## config.mk

```make
export PLATFORM = sky130hd
export DESIGN_NAME = tinyfpga_bx_pll_ctrl
export DESIGN_NICKNAME = d
export VERILOG_FILES = /design/src/rtl/tinyfpga_bx_pll_ctrl.sv
export SDC_FILE = /design/constraint.sdc
export NUM_CORES = 1
export LEC_CHECK = 0
export BUFFER_PORTS_ARGS = -buffer_cell sky130_fd_sc_hd__buf_2
export CORE_AREA = 10 10 82 77
export DETAILED_ROUTE_END_ITERATION = 6
export DIE_AREA = 0 0 92 87
export PLACE_DENSITY = 0.74
export SLEW_MARGIN = 20
export SYNTH_ARGS = -nofsm -noshare
export SYNTH_HDL_FRONTEND = slang
export SYNTH_SLANG_ARGS = --single-unit
export TNS_END_PERCENT = 20
```

## constraint.sdc

```tcl
create_clock -name CLK -period 2.8 [get_ports CLK]
set_input_delay 0.28 -clock CLK [delete_from_list [all_inputs] [get_ports CLK]]
set_output_delay 0.28 -clock CLK [all_outputs]
set_load 0.01 [all_outputs]
```

## src/rtl/tinyfpga_bx_pll_ctrl.sv

```systemverilog
// PLL reset/lock sequencer for the TinyFPGA BX: holds the PLL in reset, qualifies lock, releases downstream reset.
// Define PLL_CTRL_BYPASS_FALLBACK_EN to run on the bypassed reference clock instead of faulting when retries run out.
module tinyfpga_bx_pll_ctrl #(
  parameter int RST_HOLD_CYCLES     = 16,
  parameter int LOCK_STABLE_CYCLES  = 1024,
  parameter int LOCK_TIMEOUT_CYCLES = 65535,
  parameter int MAX_RETRIES         = 3
) (
  input  logic       CLK,
  input  logic       RESET,
  input  logic       LOCK,
  input  logic       RESTART,
  output logic       PLL_RESETB,
  output logic       PLL_BYPASS,
  output logic       SYS_RESETN,
  output logic       READY,
  output logic       FAULT,
  output logic [1:0] RETRY_CNT,
  output logic [7:0] LOSS_CNT
);

  localparam int HW = $clog2(RST_HOLD_CYCLES + 1);
  localparam int SW = $clog2(LOCK_STABLE_CYCLES + 1);
  localparam logic [HW-1:0] HOLD_LAST = HW'(RST_HOLD_CYCLES - 1);
  localparam logic [SW-1:0] STAB_LAST = SW'(LOCK_STABLE_CYCLES - 1);
  localparam logic [15:0]   TO_LAST   = 16'(LOCK_TIMEOUT_CYCLES - 1);
  localparam logic [1:0]    RETRY_MAX = 2'(MAX_RETRIES);

  typedef enum logic [2:0] {
    S_HOLD, S_WAIT, S_STABLE, S_RUN, S_FAULT
`ifdef PLL_CTRL_BYPASS_FALLBACK_EN
    , S_BYPASS
`endif
  } state_t;

`ifdef PLL_CTRL_BYPASS_FALLBACK_EN
  localparam state_t S_EXHAUST = S_BYPASS;
`else
  localparam state_t S_EXHAUST = S_FAULT;
`endif

  state_t          state, nxt;
  logic            lock_m, lock_s;
  logic [HW-1:0]   hold_cnt;
  logic [SW-1:0]   stab_cnt;
  logic [15:0]     to_cnt;
  logic [1:0]      retry, retry_d;
  logic [7:0]      loss, loss_d;
  logic            timeout, in_attempt, nxt_attempt;

  always_ff @(posedge CLK or negedge RESET) begin
    if (!RESET) begin
      lock_m <= 1'b0;
      lock_s <= 1'b0;
    end else begin
      lock_m <= LOCK;
      lock_s <= lock_m;
    end
  end

  // The timeout budget covers the whole attempt, so lock glitches that bounce
  // between WAIT and STABLE cannot extend it.
  assign timeout     = (to_cnt == TO_LAST);
  assign in_attempt  = (state == S_WAIT) || (state == S_STABLE);
  assign nxt_attempt = (nxt == S_WAIT) || (nxt == S_STABLE);

  always_comb begin
    nxt     = state;
    retry_d = retry;
    loss_d  = loss;
    if (RESTART) begin
      nxt     = S_HOLD;
      retry_d = '0;
    end else begin
      case (state)
        S_HOLD:   if (hold_cnt == HOLD_LAST) nxt = S_WAIT;
        S_WAIT: begin
          if (timeout) begin
            if (retry < RETRY_MAX) begin
              nxt     = S_HOLD;
              retry_d = retry + 2'd1;
            end else begin
              nxt = S_EXHAUST;
            end
          end else if (lock_s) begin
            nxt = S_STABLE;
          end
        end
        S_STABLE: begin
          if (lock_s && stab_cnt == STAB_LAST) begin
            nxt     = S_RUN;
            retry_d = '0;
          end else if (timeout) begin
            if (retry < RETRY_MAX) begin
              nxt     = S_HOLD;
              retry_d = retry + 2'd1;
            end else begin
              nxt = S_EXHAUST;
            end
          end else if (!lock_s) begin
            nxt = S_WAIT;
          end
        end
        S_RUN: begin
          if (!lock_s) begin
            nxt = S_HOLD;
            if (loss != 8'hff) loss_d = loss + 8'd1;
          end
        end
        default: ;
      endcase
    end
  end

  always_ff @(posedge CLK or negedge RESET) begin
    if (!RESET) begin
      state    <= S_HOLD;
      hold_cnt <= '0;
      stab_cnt <= '0;
      to_cnt   <= '0;
      retry    <= '0;
      loss     <= '0;
    end else begin
      state    <= nxt;
      hold_cnt <= (state == S_HOLD && nxt == S_HOLD && !RESTART) ? hold_cnt + 1'b1 : '0;
      stab_cnt <= (state == S_STABLE && nxt == S_STABLE) ? stab_cnt + 1'b1 : '0;
      to_cnt   <= (in_attempt && nxt_attempt) ? to_cnt + 1'b1 : '0;
      retry    <= retry_d;
      loss     <= loss_d;
    end
  end

  // Outputs are decoded from the registered state, so they trail it by a cycle.
  always_ff @(posedge CLK or negedge RESET) begin
    if (!RESET) begin
      PLL_RESETB <= 1'b0;
      SYS_RESETN <= 1'b0;
      READY      <= 1'b0;
      FAULT      <= 1'b0;
      RETRY_CNT  <= '0;
      LOSS_CNT   <= '0;
    end else begin
      PLL_RESETB <= in_attempt || state == S_RUN;
      SYS_RESETN <= state == S_RUN;
      READY      <= state == S_RUN;
      FAULT      <= state == S_FAULT;
      RETRY_CNT  <= retry;
      LOSS_CNT   <= loss;
`ifdef PLL_CTRL_BYPASS_FALLBACK_EN
      if (state == S_BYPASS) begin
        PLL_RESETB <= 1'b1;
        SYS_RESETN <= 1'b1;
        FAULT      <= 1'b1;
      end
`endif
    end
  end

`ifdef PLL_CTRL_BYPASS_FALLBACK_EN
  logic bypass_q;
  always_ff @(posedge CLK or negedge RESET) begin
    if (!RESET) bypass_q <= 1'b0;
    else        bypass_q <= state == S_BYPASS;
  end
  assign PLL_BYPASS = bypass_q;
`else
  assign PLL_BYPASS = 1'b0;
`endif

endmodule
```

==> impl_metrics.toml <==
[placement]
hpwlAfterDp_mm = 3.18
io_buffers = 17
gp_congestion = 0.871
post-place-cells = 329

[sta]
final.min_clock_period_ns = 2.24
setup_tns_ns = 0
max_slew_margin = 0.470
hold_viol = 0
drv_slew = 0
fmax_mhz = 447
setup-violations-final = 0
rsz0062_at_grt = "no"
tightest_slew_ns = 0.788
clock_skew_ns = 0.0111
finalCritPeriodShare = 0.798

[drt]
drtIter0Drc = 136
drc = 0
drt_pre_antenna_iters = 4
final_antenna_net_count = 0
wl_mm = 4.74
vias_per_cell = 5.35
wire_per_inst_um = 13.7
via_count = 1847

[critical_path]
crit_start = "stab_cnt[0]"
reg2reg_from = "stab_cnt[0]"
startpoint_type = "flop"
worstPathArrival_ns = 2.47
cp_max_fo = 16
critPathKind = "reg2reg"
reg2reg_depth = 7
worstPathRequired_ns = 3.04
cp-end-kind = "flop"

[power]
cellPowerDensity_nw_per_um2 = 632
ir_drop_v = 0.000413
p_leak_nw = 1.43

[logic_synthesis]
netlist_area_um2 = 2650
netlist.top_cell.by_area = "dfrtp_1"
synth_fp_nets = 259
synth-edff-count = 0
seq_area_frac_synth = 0.567
synth.most_common_cell = "dfrtp_1"
synth_commonest_cells = "dfrtp_1 (60), nor2_1 (36), nand2_1 (18), xor2_1 (18)"
synth_top_area_frac = 0.567
netlist_instances = 249
synth.area.top_cells = "dfrtp_1 (57%), xor2_1 (5.9%), xnor2_1 (5.3%)"
synth_cell_type_count = 37
syn_avg_cell_area_um2 = 10.6
ys.flop_type = "dfrtp_1"
yosys_register_bits = 60
async_reset_ff_frac = 1.00
yosysWarningCount = 0

[job]
maxCapViolations = 0

[global_routing]
track_usage = 0.130
grt_antenna_before_repair = 0
grt_max_degree = 61
overflow = 0
grt_pass1_wl_mm = 8.37
grt_pass1_vias = 1787

[layout]
fin_util = 0.659
fill_cells = 388
drive_above_1_share = 0.157
area_growth_syn_to_layout_pct = 16.5
nets = 285
register_area_um2 = 1500
final_cells = 345
multiInputGateArea_um2 = 1070
antenna_cells = 0

[cts]
cts_tree = "built"
htree_levels = 3
insertion_delay_ns = 0.33
cts_resized = 0
ctsHoldBuffers = 0
cts_buffers = 9
cts_setup_buffers = 0
clk_pin_slew_ns = 0.07
cts-root-buf = "clkbuf_8"
cts_sinks = 60
cts_buffer_depth = 2

[die]
ios = 19
rows = 24
core_um2 = 4680
die_area_um2 = 8000
die_w_um = 92
start_util = 0.566
fp.dieH_um = 87

[worst_hold_path]
hold_start = "LOCK"
hold_depth = 1
hold_path.class = "in2reg"

[run_status]
status = "completed"
## routing by layer
metal | vias up | track usage | part of all wire
met4 | 0 | 0.0742 | 0.015
li1 | 900 | - | -
met5 | - | 0 | 0
met3 | 6 | 0.0397 | 0.051
met1 | 897 | 0.173 | 0.49
met2 | 44 | 0.184 | 0.45
## path summary, 6_finish.rpt
path,end,slack [ns]
max,to_cnt[7],0.56
min,lock_m,0.07
max reg2reg,to_cnt[7],0.56
min reg2reg,lock_s,0.34
max in group asynchronous,to_cnt[1],2.23
min in group asynchronous,stab_cnt[7],0.10
## worst max-delay path, stage by stage (launching register included)
cell and delay (ns):
dfrtp_1 0.40, ha_1 0.21, nand3_1 0.20, nor4_1 0.63
a2111o_1 0.27, o211ai_2 0.07, buf_4 0.20, nor2_1 0.15
## area by class of cell
cell class	instances	share of cell area
clock buffer	10	0.0446
tap	65	0.0263
timing repair buffer	23	0.0422
clock inverter	6	0.0438
sequential	60	0.486
inverter	8	0.00973
multi-input combinational	173	0.347
## placed cells by master (no fill, tap or decap), types with 2 or more instances in the layout
master and n:
dfrtp_1 60, nor2_1 36, nand2_1 18, xor2_1 18
buf_2 17, xnor2_1 16, nor3_1 16, nand3_1 15
nand4_1 11, clkbuf_8 10, inv_1 8, ha_1 6
buf_4 6, and3_1 4, nor4_1 4, bufinv_16 4
o21ai_0 3, a21oi_1 3, and3b_1 2, nand3b_1 2
a21o_1 2, nand2b_1 2, clkinvlp_4 2
## registers in the layout (all words and copies together), names as in the netlist
name	flops
retry	2
LOSS_CNT	8
lock_m	1
lock_s	1
stab_cnt	11
state	3
loss	8
hold_cnt	5
FAULT	1
to_cnt	16
RETRY_CNT	2
READY	1
PLL_RESETB	1
## stage by stage
step	cell area (µm²)	hold slack (ns)	total power, mW	worst slack (ns)
floorplan	2650	-0.0156	0.904	0.873
global placement	2810	0.338	0.926	0.761
detailed placement	2810	0.341	0.927	0.626
CTS	3090	0.0475	1.97	0.618
global route	3090	0.0542	2.01	0.414
finish	3090	0.0673	1.95	0.565
## cells by family after synthesis
kind of cell               synth area share
DFF                                   0.567
buffers and inverters                0.0293
and+or+nand+nor                       0.211
xor gates and xnor gates              0.112
muxes                               0.00425
AOI/OAI and AO/OA                    0.0472
other                               0.00142
adders and majority gates            0.0283
## where the power goes
group          leakage, nW  switching [mW]  internal [mW]
clock                0.129           0.336          0.705
sequential           0.831         0.00467          0.872
combinational        0.473          0.0253        0.00787
Note: power is estimated with default switching activity, not from simulation.
